$ cat src/rtl/imem_row_scheduler_pkg.sv
// Shared constants, packet layout and state types for the IFMAP row scheduler.
package imem_row_scheduler_pkg;

  localparam int unsigned NUM_PPE    = 5;
  localparam int unsigned PPE_BASE   = 5;
  localparam int unsigned IFMAP_SIZE = 25;
  localparam int unsigned ROW_AW     = 5;

  localparam logic [3:0] OP_PPE_INPUT     = 4'd1;
  localparam logic [3:0] OP_WEIGHTS_DONE  = 4'd0;
  localparam logic [3:0] OP_TIMESTEP_DONE = 4'd15;

  // Router packet layout: {dest, opcode, row bits}
  localparam int unsigned PKT_W       = 33;
  localparam int unsigned PKT_DEST_HI = 32;
  localparam int unsigned PKT_DEST_LO = 29;
  localparam int unsigned PKT_OP_HI   = 28;
  localparam int unsigned PKT_OP_LO   = 25;
  localparam int unsigned PKT_ROW_HI  = 24;
  localparam int unsigned PKT_ROW_LO  = 0;

  typedef enum logic [1:0] {
    ST_IDLE,
    ST_RD,
    ST_CAP,
    ST_SEND
  } state_t;

  typedef enum logic {
    MODE_RQ,
    MODE_BC
  } mode_t;

  // Build the row packet destined for PPE index idx.
  function automatic logic [PKT_W-1:0] make_pkt(input logic [2:0]            idx,
                                                input logic [IFMAP_SIZE-1:0] row);
    logic [3:0] dest;
    dest = 4'(PPE_BASE) + {1'b0, idx};
    return {dest, OP_PPE_INPUT, row};
  endfunction

endpackage

$ cat src/rtl/imem_row_scheduler_rr_arbiter5.sv
// Five-way round-robin arbiter: first set pend[] after last, wrapping.
module rr_arbiter5 (
  input  logic [4:0] pend,
  input  logic [2:0] last,
  output logic [2:0] idx,
  output logic       any
);

  int unsigned c;
  logic [2:0]  cand;

  // Scan the five candidates starting just after the previous winner.
  always_comb begin
    idx  = '0;
    any  = 1'b0;
    c    = 0;
    cand = '0;
    for (int unsigned k = 1; k <= 5; k++) begin
      c    = (32'(last) + k) % 5;
      cand = 3'(c);
      if (!any && pend[cand]) begin
        idx = cand;
        any = 1'b1;
      end
    end
  end

endmodule

$ cat src/rtl/imem_row_scheduler.sv
// Row scheduler in front of the IFMAP row store: broadcasts rows 0..4 to all
// PPEs at each timestep start and serves per-PPE next-row requests round robin.
module imem_row_scheduler
  import imem_row_scheduler_pkg::*;
(
  input  logic                  clk,
  input  logic                  rst_n,
  input  logic                  ts_start,
  input  logic                  ts_done,
  input  logic [NUM_PPE-1:0]    req,
  output logic                  rd_en,
  output logic                  rd_ts,
  output logic [ROW_AW-1:0]     rd_row,
  input  logic [IFMAP_SIZE-1:0] rd_data,
  output logic                  pkt_valid,
  input  logic                  pkt_ready,
  output logic [PKT_W-1:0]      pkt_data,
  output logic                  busy,
  output logic                  err
);

  state_t              state;
  mode_t               mode;
  logic [2:0]          idx;
  logic                ts;
  logic                started;
  logic                bc_pend;
  logic                bc_ts;
  logic [NUM_PPE-1:0]  pend;
  logic [ROW_AW-1:0]   ptr [NUM_PPE];
  logic [2:0]          rr_last;
  logic [2:0]          gnt_idx;
  logic                gnt_any;

  rr_arbiter5 u_arb (
    .pend (pend),
    .last (rr_last),
    .idx  (gnt_idx),
    .any  (gnt_any)
  );

  // Busy while a transfer is in flight or any work is queued.
  assign busy = (state != ST_IDLE) || (|pend) || bc_pend;

  // Scheduler FSM with pending-event capture and registered outputs.
  always_ff @(posedge clk or negedge rst_n) begin
    if (!rst_n) begin
      state     <= ST_IDLE;
      mode      <= MODE_RQ;
      idx       <= '0;
      ts        <= 1'b0;
      started   <= 1'b0;
      bc_pend   <= 1'b0;
      bc_ts     <= 1'b0;
      pend      <= '0;
      rr_last   <= 3'd4;
      rd_en     <= 1'b0;
      rd_ts     <= 1'b0;
      rd_row    <= '0;
      pkt_valid <= 1'b0;
      pkt_data  <= '0;
      err       <= 1'b0;
      for (int unsigned p = 0; p < NUM_PPE; p++) ptr[p] <= '0;
    end else begin
      case (state)
        ST_IDLE: begin
          if (bc_pend) begin
            bc_pend <= 1'b0;
            ts      <= bc_ts;
            mode    <= MODE_BC;
            idx     <= '0;
            state   <= ST_RD;
            rd_en   <= 1'b1;
            rd_row  <= '0;
            rd_ts   <= bc_ts;
          end else if (gnt_any) begin
            if (ptr[gnt_idx] > ROW_AW'(IFMAP_SIZE - 1)) begin
              pend[gnt_idx] <= 1'b0;
              err           <= 1'b1;
            end else begin
              mode   <= MODE_RQ;
              idx    <= gnt_idx;
              state  <= ST_RD;
              rd_en  <= 1'b1;
              rd_row <= ptr[gnt_idx];
              rd_ts  <= ts;
            end
          end
        end
        ST_RD: begin
          rd_en <= 1'b0;
          state <= ST_CAP;
        end
        ST_CAP: begin
          pkt_data  <= make_pkt(idx, rd_data);
          pkt_valid <= 1'b1;
          state     <= ST_SEND;
        end
        ST_SEND: begin
          if (pkt_ready) begin
            pkt_valid <= 1'b0;
            if (mode == MODE_BC) begin
              if (idx < 3'd4) begin
                idx    <= idx + 3'd1;
                state  <= ST_RD;
                rd_en  <= 1'b1;
                rd_row <= ROW_AW'(idx + 3'd1);
                rd_ts  <= ts;
              end else begin
                for (int unsigned p = 0; p < NUM_PPE; p++) ptr[p] <= ROW_AW'(p + 1);
                pend  <= '0;
                state <= ST_IDLE;
              end
            end else begin
              ptr[idx]  <= ptr[idx] + ROW_AW'(1);
              pend[idx] <= 1'b0;
              rr_last   <= idx;
              state     <= ST_IDLE;
            end
          end
        end
        default: state <= ST_IDLE;
      endcase

      // New events are captured after the FSM clears so that a same-cycle
      // set overrides a clear (later non-blocking assignment wins).
      if (ts_done) begin
        bc_pend <= 1'b1;
        bc_ts   <= 1'b1;
      end else if (ts_start) begin
        bc_pend <= 1'b1;
        bc_ts   <= 1'b0;
      end
      if (ts_start) started <= 1'b1;

      for (int unsigned p = 0; p < NUM_PPE; p++) begin
        if (req[p]) begin
          if (!started) begin
            err <= 1'b1;
          end else begin
            if (pend[p]) err <= 1'b1;
            pend[p] <= 1'b1;
          end
        end
      end
    end
  end

endmodule

$ cat config.mk
export PLATFORM = sky130hd
export DESIGN_NAME = imem_row_scheduler
export DESIGN_NICKNAME = d
export VERILOG_FILES = /design/src/rtl/imem_row_scheduler_pkg.sv /design/src/rtl/imem_row_scheduler_rr_arbiter5.sv /design/src/rtl/imem_row_scheduler.sv
export SDC_FILE = /design/constraint.sdc
export NUM_CORES = 1
export LEC_CHECK = 0
export CAP_MARGIN = 20
export CORE_UTILIZATION = 40
export CTS_CLUSTER_DIAMETER = 80
export CTS_CLUSTER_SIZE = 8
export DETAILED_ROUTE_END_ITERATION = 8
export PLACE_DENSITY = 0.69
export SYNTH_ARGS = -nofsm -noshare
export SYNTH_HDL_FRONTEND = slang
export SYNTH_SLANG_ARGS = --single-unit
$ cat constraint.sdc
create_clock -name clk -period 8.2 [get_ports clk]
set_clock_uncertainty 0.2 [all_clocks]
set_input_delay 1.64 -clock clk [delete_from_list [all_inputs] [get_ports clk]]
set_output_delay 1.64 -clock clk [all_outputs]
set_load 0.02 [all_outputs]
# Word-level counts from Yosys, hierarchy flattened
# Index checks and enable logic that the tools add are counted.
# W data, S select, Z words.
dict set report totals {
  mem_count 0
  reg_bits 82
  romBits 0
  wordCells 211
  ram_bits 0
  out_inout_bits 43
  latch_bits 0
}
dict set report classes {
  n_lt_le_gt_ge 14
  n_mux 116
  eq_ne 10
  shift 0
  bitwise_logic 7
  n_div 5
  multipliers 0
  reduce_logical 30
  add_sub_neg 9
}
# cell n
set ops {}
lappend ops {{$mod A32 B3 Y32 const B} 5}
lappend ops {{$mux W5} 17}
lappend ops {{$mux W1} 63}
lappend ops {{$mux W25} 2}
lappend ops {{$mux W3} 11}
lappend ops {{$bmux W5 S3} 2}
lappend ops {{$lt A3 B4 Y1 const B} 7}
lappend ops {{$bwmux W25} 1}
lappend ops {{$pmux W5 S2} 2}
lappend ops {{$bmux W1 S3} 5}
lappend ops {{$demux W5 S3} 1}
lappend ops {{$reduce_and A3 Y1} 4}
lappend ops {{$reduce_and A6 Y1} 2}
lappend ops {{$and A5 B5 Y5} 2}
lappend ops {{$mux W2} 5}
lappend ops {{$ne A2 B2 Y1 const B} 5}
lappend ops {{$not A5 Y5} 2}
lappend ops {{$reduce_bool A2 Y1} 5}
lappend ops {{$add A3 B1 Y4 const B} 2}
lappend ops {{$add A3 B2 Y4 const B} 2}
lappend ops {{$add A3 B3 Y4 const B} 2}
lappend ops {{$ge A4 B4 Y1 const B} 2}
lappend ops {{$not A3 Y4} 2}
lappend ops {{$pmux W2 S4} 1}
lappend ops {{other kinds (22)} 39}

# Depth between registers and ports, before layout
# Gate-level depths: netlist of run 1.
dict set report depth {
  ltp_word 41
  ltp_mapped 24
  mapped_depth_nobuf 21
}

# By module
# Synthesis of run 1 repeated with hierarchy kept, for this count alone.
dict set report hier_totals {
  hier_cells 678
  hier_area_um2 6232.2
}
# module area_per_inst_um2 cells_per_inst seq_area_each_um2 instances
set by_module_without_submodules {}
lappend by_module_without_submodules {imem_row_scheduler 4234.1 398 2053.2 1}
lappend by_module_without_submodules {rr_arbiter5 1998.2 280 0.0 1}

# Worst setup path before layout of run 1
# OpenSTA, ideal clock, no wires.
dict set report synth_timing {
  path_type {reg2reg}
  start {register rr_last[0]}
  end {register idx[1]}
  slack_ns 1.600
  stages_incl_launch_ff 25
  path_buffers 5
  arrival_time_ns 6.275
  synth_period_minus_slack_ns 6.600
  path_cell_list {dfrtp_1 buf_2 inv_1 clkbuf_1 ha_1 buf_2 inv_1 clkbuf_1 ha_1 inv_1 ha_1 nor2b_1 nor2_1 or3_1 o21a_1 or4_1 and2_1 and4_1 buf_4 nor3_4 mux2_2 a221oi_1 a311oi_2 nor3_4 mux2_2}
}
dict set report synth_via {
  elab_chain_cells 24
}
# item line
set synth_rtl {}
lappend synth_rtl {{start: declaration} imem_row_scheduler.sv:31} ;# logic [2:0] rr_last;
lappend synth_rtl {{start signal: assignment} imem_row_scheduler.sv:117} ;# rr_last <= idx;
lappend synth_rtl {{$add A3 B1 Y4} imem_row_scheduler_rr_arbiter5.sv:19} ;# c = (32'(last) + k) % 5;
lappend synth_rtl {{$mod A32 B3 Y32} imem_row_scheduler_rr_arbiter5.sv:19}
lappend synth_rtl {{$bmux W1 S3} imem_row_scheduler_rr_arbiter5.sv:21} ;# if (!any && pend[cand]) begin
lappend synth_rtl {{$mux W1 (not written as such)} imem_row_scheduler_rr_arbiter5.sv:21}
lappend synth_rtl {{$mux W1} imem_row_scheduler_rr_arbiter5.sv:21}
lappend synth_rtl {{$logic_not A1 Y1} imem_row_scheduler_rr_arbiter5.sv:21}
lappend synth_rtl {{$logic_and A1 B1 Y1} imem_row_scheduler_rr_arbiter5.sv:21}
lappend synth_rtl {{$mux W1} imem_row_scheduler_rr_arbiter5.sv:21}
lappend synth_rtl {{(+7 left out)} n/a}
lappend synth_rtl {{$logic_and A1 B1 Y1} imem_row_scheduler_rr_arbiter5.sv:21}
lappend synth_rtl {{$mux W3} imem_row_scheduler_rr_arbiter5.sv:21}
lappend synth_rtl {{$not A3 Y4 (not written as such)} imem_row_scheduler.sv:77} ;# if (ptr[gnt_idx] > ROW_AW'(IFMAP_SIZE - 1)) begin
lappend synth_rtl {{$bmux W5 S3} imem_row_scheduler.sv:77}
lappend synth_rtl {{$mux W5 (not written as such) (2 in a row)} imem_row_scheduler.sv:77}
lappend synth_rtl {{$gt A5 B5 Y1} imem_row_scheduler.sv:77}
lappend synth_rtl {{$ne A3 B3 Y1 (no line)} n/a}
lappend synth_rtl {{$reduce_and A6 Y1 (no line)} n/a}
lappend synth_rtl {{end signal: assignment} imem_row_scheduler.sv:82} ;# idx <= gnt_idx;
lappend synth_rtl {{end signal: assignment} imem_row_scheduler.sv:104} ;# idx <= idx + 3'd1;
lappend synth_rtl {{end: declaration} imem_row_scheduler.sv:24} ;# logic [2:0] idx;
# Parallel ways exist; a longest one is shown, timed or not. The select of a mux whose other input is x is not followed.
# A chain may end at the register's enable or synchronous reset.

# Worst setup path after layout of run 1
dict set report layout_timing {
  start {register rr_last[0]}
  end {register rd_row[3]}
}
dict set report layout_via {
  elab_chain_cells 25
}
# item line
set layout_rtl {}
lappend layout_rtl {{branches (longest 25 deep; another with $mod A32 B3 Y32)} n/a}
lappend layout_rtl {{end signal: assignment} imem_row_scheduler.sv:85} ;# rd_row <= ptr[gnt_idx];
lappend layout_rtl {{end signal: assignment} imem_row_scheduler.sv:107} ;# rd_row <= ROW_AW'(idx + 3'd1);
lappend layout_rtl {{end: declaration} imem_row_scheduler.sv:13} ;# output logic [ROW_AW-1:0] rd_row,
# Parallel ways; which one is timed is not known. The select of a mux whose other input is x is not followed.

==> metrics.yaml, run 1 <==
status:
  status: "complete, no violations"
detailed_routing:
  vias_per_cell: 5.96
  drc: 0
  postRouteAntennaNets: 0
  finalWirelength_mm: 17.3
  wl_per_cell_um: 17.9
  route.vias.total: 5772
  first_iter_violations: 521
  drt_first_pass_iters: 6
grt:
  grt_pass1_vias: 5384
  grt_first_pass_wirelength_mm: 28.4
  grt_max_degree: 83
  antenna_found_initial: 0
  grt.total_usage_pct: 21.9
  grt-ovfl-total: 0
clock_network:
  insertion_delay_ps: 350
  numCtsBuffers: 9
  htree_levels: 3
  clock_sinks: 82
  clk_pin_slew_ps: 70
  ctsHoldBuffers: 0
  ctsResizeCount: 0
  cts_tree: "built"
  clockRootBuffer: "clkbuf_16"
  cts_setup_buffers: 0
  cts.path.max_buffers: 2
critical_path:
  worstSetupStartpointType: "flop"
  r2r_slack_ps: 1040
  worstPathMaxFanout: 21
  crit_type: "reg2reg"
  required_ps: 8230
  worstPathArrival_ps: 7180
  crit_path_end_kind: "flop"
floorplanning:
  rows: 45
  ios: 78
  die_w_um: 128
  initial_core_util_pct: 41.3
  core_mm2: 0.0153
  dieArea_mm2: 0.0163
  dieHeight_um: 128
logic_synthesis:
  synthTopCellsByCount: "dfrtp_1, nand2_1, o21ai_0"
  synth.most_common_cell: "dfrtp_1"
  synth_seq_cells: 82
  yosys-top-cells-area: "dfrtp_1, mux2_2, ha_1, nand2_1, o21ai_0"
  synth_seq_area_share_pct: 32.5
  ys_warn_count: 0
  netlist_instances: 704
  synthFlopType: "dfrtp_1"
  synth_top_area_share_pct: 32.1
  synth-async-reset-ratio_pct: 100
  synth_cell_types: 87
  synth-edff-count: 0
  syn_area_mm2: 0.00632
  syn_avg_cell_area_um2: 8.97
  synth_largest_area_cell: "dfrtp_1"
sta:
  fmax_ghz: 0.140
  timing.final.crit_share_pct: 87.3
  slew_violations: 0
  fin_crit_ps: 7160
  worstMarginPinSlew_ps: 1020
  final_hold_viol_count: 0
  setup_viol: 0
  slew_headroom_pct: 31.9
  setup_tns_ps: 0
  rsz0062_at_grt: "no"
placement:
  io_buffers: 74
  dp_hpwl_mm: 12.5
  gp_congestion: 0.923
layout:
  antenna_cells: 0
  nets: 820
  seq_area_mm2: 0.00205
  synthToLayoutAreaGrowth_pct: 19.0
  fillCellCount: 1417
  multi_input_area_mm2: 0.00396
  drive_above_1_share_pct: 12.9
run:
  max-cap-violations: 0
hold_path:
  worstHoldPathType: "reg2reg"
-- worst max-delay path, stage by stage (launching register included) --
cell      delay [ps]
dfrtp_1          380
inv_1            450
ha_1             570
ha_1             360
nor3b_1          330
o22ai_1          260
xnor2_1          310
ha_1             260
nand2b_1         100
nor2b_1          160
a221oi_1         570
o211ai_1         180
nand4_1          170
nand2_1          130
nor4b_4          500
nor3_4           150
mux2_2           300
a221oi_1         510
a311oi_2         320
nor3_4           440
mux2_2           390
-- flip-flops by register name (all words and copies together) (netlist names), 2 cells and up --
register	flops
pkt_data	30
ptr	25
rd_row	5
state	2
rr_last	3
pend	5
idx	3
-- cells by family after synthesis --
family,count (synthesis),synth area share [%]
xor+xnor,16,2.34
flops,82,32.5
simple gates,236,20.0
compound gates,204,22.9
other cells,1,0.0594
mux,56,10.7
buf+inv,76,4.93
fa+ha+maj,33,6.54
-- per-layer routing --
layer  vias to the layer above  part of all wire (%)  GRT usage (%)
met4                         0                   1.3           5.19
met2                       243                    43           31.7
li1                       2712                     -              -
met1                      2786                    48           33.0
met3                        31                   7.4           4.59
met5                         -                     0              0
-- worst paths after layout --
path                         startpoint            to  depth (start not counted)
max                          rr_last[0]     rd_row[3]                         20
min reg2reg                pkt_data[25]  pkt_data[25]                          1
min                        pkt_data[25]  pkt_data[25]                          1
min in group asynchronous         rst_n         rd_ts                          1
max in group asynchronous         rst_n    rr_last[2]                          2
max reg2reg                  rr_last[0]     rd_row[3]                         20
-- area by class of cell --
class	count	share of cell area, %
multi-input cells	548	52.7
flip-flops and latches	82	27.3
repair buffers	78	10.5
well taps	211	3.51
clock buffers	9	3.00
inverters	33	1.65
clock inverters	7	1.36
-- metrics by stage --
stage | utilization [%] | worst slack, ps | hold slack (ps) | instance area [um^2] | instances
after detailed placement | 46.8 | 1180 | 253 | 7160 | 951
after CTS | 48.9 | 1160 | 269 | 7490 | 967
after global placement | 46.8 | 1460 | 250 | 7160 | 951
final | 49.1 | 1040 | 265 | 7520 | 968
after floorplan | - | 1600 | 265 | 6320 | 706
after global routing | 49.1 | 564 | 290 | 7520 | 968
-- cell usage in the layout (no fill, tap or decap), types with 13 or more instances in the layout --
master           instances
dfrtp_1                 81
a22oi_1                 13
nand4_1                 14
nor3_1                  16
inv_1                   30
ha_1                    33
mux2_2                  41
nand2_1                 69
nor2_1                  42
o21ai_0                 50
a21oi_1                 30
clkdlybuf4s50_1         73
nand3_1                 13
Power of run 1 is left out: the tool's default activity adds up to more than one toggle a clock period on the data nets, which glitch-free logic cannot reach.
==> run 2, diff against run 1 <==
--- a/config.mk
+++ b/config.mk
@@ -5,12 +5,13 @@
 export SDC_FILE = /design/constraint.sdc
 export NUM_CORES = 1
 export LEC_CHECK = 0
-export CAP_MARGIN = 20
 export CORE_UTILIZATION = 40
 export CTS_CLUSTER_DIAMETER = 80
 export CTS_CLUSTER_SIZE = 8
 export DETAILED_ROUTE_END_ITERATION = 8
-export PLACE_DENSITY = 0.69
+export DONT_BUFFER_PORTS = 1
+export PLACE_DENSITY = 0.62
+export SLEW_MARGIN = 20
 export SYNTH_ARGS = -nofsm -noshare
 export SYNTH_HDL_FRONTEND = slang
 export SYNTH_SLANG_ARGS = --single-unit
==> run 2 against run 1 <==
- design area decreased by 10%
- core utilization decreased by 5.1 points
- register-to-register slack got worse by 110 ps
- global-route usage about the same
- first-iteration DRC count increased by 1.5%
- flip-flop and latch count unchanged
- sequential share of layout area increased by 3.1 points
- final cell count decreased by 7.5%
- maximum frequency decreased by 1.6%
- via count decreased by 3.3%
- critical path type unchanged
- critical endpoint is now idx[1]
- largest cell class unchanged
==> metrics.yaml, run 2 (synthesis gave the netlist of run 1 again) <==
clock_network:
  cts_setup_buffers: 0  # unchanged
  ctsResizeCount: 0  # unchanged
  clk_pin_slew_ps: 70  # about the same
  ctsHoldBuffers: 0  # unchanged
  clockRootBuffer: "clkbuf_16"  # unchanged
  cts.path.max_buffers: 2  # unchanged
  htree_levels: 3  # unchanged
  cts_tree: "built"  # unchanged
  clock_sinks: 82  # unchanged
  numCtsBuffers: 9  # unchanged
  insertion_delay_ps: 340  # was 350 ps
layout:
  multi_input_area_mm2: 0.00396  # unchanged
  regMostFlops: "pkt_data"  # unchanged
  drive_above_1_share_pct: 14.3  # was 12.9%
  top_regs: "pkt_data x30, ptr x25"  # unchanged
  fin_area_mm2: 0.00674  # was 0.00752 mm^2
  final_cell_mix: "dfrtp_1, nand2_1, o21ai_0, nor2_1, mux2_2"  # was dfrtp_1, clkdlybuf4s50_1, nand2_1, o21ai_0, nor2_1
  nets: 747  # was 820
  mostFrequentLayoutCell: "dfrtp_1"  # unchanged
  final_core_util_pct: 44.0  # was 49.1%
  antenna_cells: 0  # unchanged
  fillCellCount: 1488  # was 1417
  seq_area_mm2: 0.00205  # unchanged
  synthToLayoutAreaGrowth_pct: 6.69  # was 19.0%
  largest_reg_flops: 30  # unchanged
critical_path:
  crit_path_end_kind: "flop"  # unchanged
  worstPathCellList: "inv_2 -> ha_1 -> ha_1 -> nor3b_1 -> o22ai_1 -> xnor2_1 -> ha_1 -> nand2b_1 -> nor2b_1 -> a221oi_1 -> o211ai_1 -> nand4_1 -> nand2_1 -> nor4_1 -> or2_1 -> a211oi_1 -> a221oi_1 -> a311oi_2 -> nor3_4 -> mux2_2"  # was inv_1 -> ha_1 -> ha_1 -> nor3b_1 -> o22ai_1 -> xnor2_1 -> ha_1 -> nand2b_1 -> nor2b_1 -> a221oi_1 -> o211ai_1 -> nand4_1 -> nand2_1 -> nor4b_4 -> nor3_4 -> mux2_2 -> a221oi_1 -> a311oi_2 -> nor3_4 -> mux2_2
  worst_path_max_delay_cell: "dfrtp_1"  # was ha_1
  worstPathMaxFanout: 21  # unchanged
  crit_type: "reg2reg"  # unchanged
  worstSetupStartpointType: "flop"  # unchanged
  worstPathArrival_ps: 7290  # was 7180 ps
  worst_path_most_repeated_cell: "ha_1"  # unchanged
  max_stage_delay_ps: 640  # was 570 ps
  required_ps: 8230  # about the same
placement:
  gp_congestion: 0.941  # was 0.923
  io_buffers: 0  # was 74
  place_area_mm2: 0.00644  # was 0.00716 mm^2
  dp_hpwl_mm: 13.0  # was 12.5 mm
floorplanning:
  initial_core_util_pct: 41.3  # unchanged
  dieHeight_um: 128  # unchanged
  ios: 78  # unchanged
  die_w_um: 128  # unchanged
  rows: 45  # unchanged
  core_mm2: 0.0153  # unchanged
  dieArea_mm2: 0.0163  # unchanged
detailed_routing:
  wl_per_cell_um: 19.6  # was 17.9 um
  wl_met1_mm: 7.90  # was 8.27 mm
  finalWirelength_mm: 17.6  # was 17.3 mm
  drt_first_pass_iters: 5  # was 6
  dr_wl_met3_mm: 1.41  # was 1.28 mm
  highest_layer: "met4"  # unchanged
  postRouteAntennaNets: 0  # unchanged
  first_iter_violations: 529  # was 521
  vias_per_cell: 6.24  # was 5.96
  route.vias.total: 5582  # was 5772
  drc: 0  # unchanged
  wl_met2_mm: 7.94  # was 7.50 mm
hold_path:
  worstHoldPathType: "reg2reg"  # unchanged
grt:
  grt.total_usage_pct: 21.9  # about the same
  grt_first_pass_wirelength_mm: 28.2  # was 28.4 mm
  antenna_found_initial: 0  # unchanged
  grt_pass1_vias: 5334  # was 5384
  grt-ovfl-total: 0  # unchanged
  grt_max_degree: 83  # unchanged
sta:
  rsz0062_at_grt: "no"  # unchanged
  final_hold_viol_count: 0  # unchanged
  slew_headroom_pct: 32.1  # was 31.9%
  timing.final.crit_share_pct: 88.7  # was 87.3%
  setup_tns_ps: 0  # unchanged
  fin_crit_ps: 7270  # was 7160 ps
  worstMarginPinSlew_ps: 1020  # about the same
  slew_violations: 0  # unchanged
  fmax_ghz: 0.138  # was 0.140 GHz
  hold_ws_ps: 326  # was 265 ps
  setup_viol: 0  # unchanged
status:
  status: "complete, no violations"  # unchanged
run:
  max-cap-violations: 0  # unchanged
## run 2: changes by cell type in the layout (fill, tap and decap cells not counted)
cell | before | now
clkdlybuf4s50_1 | 73 | 0
clkinv_4 | 3 | 0
inv_6 | 0 | 3
bufinv_16 | 2 | 0
inv_8 | 1 | 3
buf_16 | 1 | 0
buf_4 | 4 | 5
clkinv_2 | 1 | 0
clkinv_8 | 0 | 1
## run 2: cell type report
class,count,area share (%)
multi-input cells,548,58.8
flip-flops and latches,82,30.5
well taps,211,3.92
clock buffers,9,3.34
inverters,33,1.84
clock inverters,7,1.13
repair buffers,5,0.557
## run 2: final timing paths
kind | endpoint | start | slack [ps] | cells after the start
max in group asynchronous | rr_last[2] | rst_n | 6810 | 0
min in group asynchronous | idx[0] | rst_n | 790 | 0
worst max-delay path | idx[1] | rr_last[1] | 930 | 20
worst max register to register | idx[1] | rr_last[1] | 930 | 20
worst min register to register | bc_ts | bc_ts | 330 | 1
worst min-delay path | bc_ts | bc_ts | 330 | 1
## run 2: through the flow
stage,worst slack (ps),instances
finish,931,895
global route,492,895
CTS,1010,895
detailed placement,1030,879
global placement,1350,879
floorplan,1600,706
## run 2: metal layers
layer / global-route usage [%] / vias up
met5: 0 / -
met4: 5.81 / 0
met3: 4.59 / 32
met2: 33.2 / 252
met1: 31.5 / 2722
li1: - / 2576
## run 2: critical path, delay by kind of cell, from the launching register on
kind	cells	cell delay, ps
and+or+nand+nor	8	2260
DFF	1	640
AOI/OAI and AO/OA	6	1890
muxes	1	390
adders and majority gates	3	1230
xor gates and xnor gates	1	310
buffers and inverters	1	200
Power of run 2 is left out for the same reason.
==> run 3, diff against run 2 <==
--- a/config.mk
+++ b/config.mk
@@ -6,10 +6,12 @@
 export NUM_CORES = 1
 export LEC_CHECK = 0
 export CORE_UTILIZATION = 40
+export CTS_BUF_LIST = sky130_fd_sc_hd__clkbuf_8
 export CTS_CLUSTER_DIAMETER = 80
 export CTS_CLUSTER_SIZE = 8
 export DETAILED_ROUTE_END_ITERATION = 8
 export DONT_BUFFER_PORTS = 1
+export HOLD_SLACK_MARGIN = 0.03
 export PLACE_DENSITY = 0.62
 export SLEW_MARGIN = 20
 export SYNTH_ARGS = -nofsm -noshare
==> run 3 against run 2 <==
- design area is 1.5% lower
- die area unchanged
- critical path depth is the same
- register-to-register slack got worse by 30 ps
- maximum frequency shrank 0.37%
- critical endpoint is now rd_row[2]
- sequential share of layout area grew 0.46 points
- clock-buffer cell count unchanged
==> metrics.yaml, run 3 (synthesis gave the netlist of run 1 again) <==
layout:
  fin_area_mm2: 0.00664  # was 0.00674 mm^2
  synthToLayoutAreaGrowth_pct: 5.09  # was 6.69%
  antenna_cells: 0  # unchanged
  top_regs: "pkt_data x30, ptr x25"  # unchanged
  instances_no_fill: 895  # unchanged
  regMostFlops: "pkt_data"  # unchanged
  drive_above_1_share_pct: 14.3  # unchanged
  final_cell_mix: "dfrtp_1, nand2_1, o21ai_0, nor2_1, mux2_2"  # unchanged
  nets: 747  # unchanged
  largest_reg_flops: 30  # unchanged
  mostFrequentLayoutCell: "dfrtp_1"  # unchanged
run:
  max-cap-violations: 0  # unchanged
clock_network:
  ctsResizeCount: 0  # unchanged
  cts_tree: "built"  # unchanged
  cts_setup_buffers: 0  # unchanged
  clk_pin_slew_ps: 100  # was 70 ps
  insertion_delay_ps: 380  # was 340 ps
  ctsHoldBuffers: 0  # unchanged
  clockRootBuffer: "clkbuf_8"  # was clkbuf_16
  clock_sinks: 82  # unchanged
  htree_levels: 3  # unchanged
  numCtsBuffers: 9  # unchanged
  cts.path.max_buffers: 2  # unchanged
grt:
  grt_first_pass_wirelength_mm: 28.2  # about the same
  grt.total_usage_pct: 22.0  # was 21.9%
  grt_max_degree: 83  # unchanged
  grt-ovfl-total: 0  # unchanged
  grt_pass1_vias: 5341  # was 5334
  antenna_found_initial: 0  # unchanged
floorplanning:
  rows: 45  # unchanged
  dieArea_mm2: 0.0163  # unchanged
  ios: 78  # unchanged
  core_mm2: 0.0153  # unchanged
  die_w_um: 128  # unchanged
  dieHeight_um: 128  # unchanged
  initial_core_util_pct: 41.3  # unchanged
placement:
  dp_hpwl_mm: 13.0  # unchanged
  io_buffers: 0  # unchanged
  place_area_mm2: 0.00644  # unchanged
  placed_cells: 879  # unchanged
  gp_congestion: 0.941  # unchanged
hold_path:
  hold_path_depth: 1  # unchanged
  worstHoldPathType: "reg2reg"  # unchanged
critical_path:
  max_stage_delay_ps: 650  # was 640 ps
  worst_path_most_repeated_cell: "ha_1"  # unchanged
  worstPathMaxFanout: 21  # unchanged
  worstPathArrival_ps: 7370  # was 7290 ps
  worstSetupStartpointType: "flop"  # unchanged
  r2r_cells: 20  # unchanged
  worst_path_max_delay_cell: "dfrtp_1"  # unchanged
  crit_type: "reg2reg"  # unchanged
  worstPathCellList: "inv_2 -> ha_1 -> ha_1 -> nor3b_1 -> o22ai_1 -> xnor2_1 -> ha_1 -> nand2b_1 -> nor2b_1 -> a221oi_1 -> o211ai_1 -> nand4_1 -> nand2_1 -> nor4b_4 -> nor3_4 -> mux2_2 -> a221oi_1 -> a311oi_2 -> nor3_4 -> mux2_2"  # was inv_2 -> ha_1 -> ha_1 -> nor3b_1 -> o22ai_1 -> xnor2_1 -> ha_1 -> nand2b_1 -> nor2b_1 -> a221oi_1 -> o211ai_1 -> nand4_1 -> nand2_1 -> nor4_1 -> or2_1 -> a211oi_1 -> a221oi_1 -> a311oi_2 -> nor3_4 -> mux2_2
  crit_path_end_kind: "flop"  # unchanged
  required_ps: 8270  # was 8230 ps
detailed_routing:
  drc: 0  # unchanged
  route.vias.total: 5567  # was 5582
  wl_per_cell_um: 19.6  # about the same
  postRouteAntennaNets: 0  # unchanged
  vias_per_cell: 6.22  # was 6.24
  drt_first_pass_iters: 5  # unchanged
  first_iter_violations: 521  # was 529
  finalWirelength_mm: 17.6  # about the same
sta:
  setup_viol: 0  # unchanged
  slew_headroom_pct: 34.2  # was 32.1%
  fmax_ghz: 0.137  # was 0.138 GHz
  timing.final.crit_share_pct: 89.0  # was 88.7%
  rsz0062_at_grt: "no"  # unchanged
  worstMarginPinSlew_ps: 987  # was 1020 ps
  final_hold_viol_count: 0  # unchanged
  fin_crit_ps: 7300  # was 7270 ps
  slew_violations: 0  # unchanged
  setup_tns_ps: 0  # unchanged
status:
  status: "complete, no violations"  # unchanged
[run 3: worst paths after layout]
path                       slack, ps         end        from
max                              900   rd_row[2]  rr_last[1]
min                              330       bc_ts       bc_ts
max reg2reg                      900   rd_row[2]  rr_last[1]
min reg2reg                      330       bc_ts       bc_ts
max in group asynchronous       6860  rr_last[2]       rst_n
min in group asynchronous        740    state[0]       rst_n
[run 3: layout make-up]
class,instances,area (um^2)
fill,1510,8680
multi-input combinational,548,3960
sequential,82,2050
tap,211,264
clock buffer,9,124
inverter,33,124
clock inverter,7,76.3
timing repair buffer,5,37.5
[run 3: worst max-delay path: cells and delay by family (launching register included)]
family / cells / cell delay [ps]
and+or+nand+nor: 8 / 2020
AOI/OAI and AO/OA: 5 / 1850
adders and majority gates: 3 / 1230
muxes: 2 / 690
DFF: 1 / 650
xor gates and xnor gates: 1 / 310
buffers and inverters: 1 / 210
[run 3: through the flow]
step           worst slack, ps  hold WS (ps)  utilization, %
3_3_place_gp              1350           293            42.0
6_report                   903           332            43.3
5_1_grt                    471           380            43.3
2_1_floorplan             1600           265               -
3_5_place_dp              1030           316            42.0
4_1_cts                    994           336            43.3
[run 3: per-layer routing]
layer | GRT usage, % | routed length [um] | vias up
li1 | - | - | 2567
met3 | 5.93 | 1470 | 34
met2 | 32.7 | 7890 | 246
met4 | 6.71 | 379 | 0
met5 | 0 | 0 | -
met1 | 31.1 | 7830 | 2720
Power of run 3 is left out for the same reason.
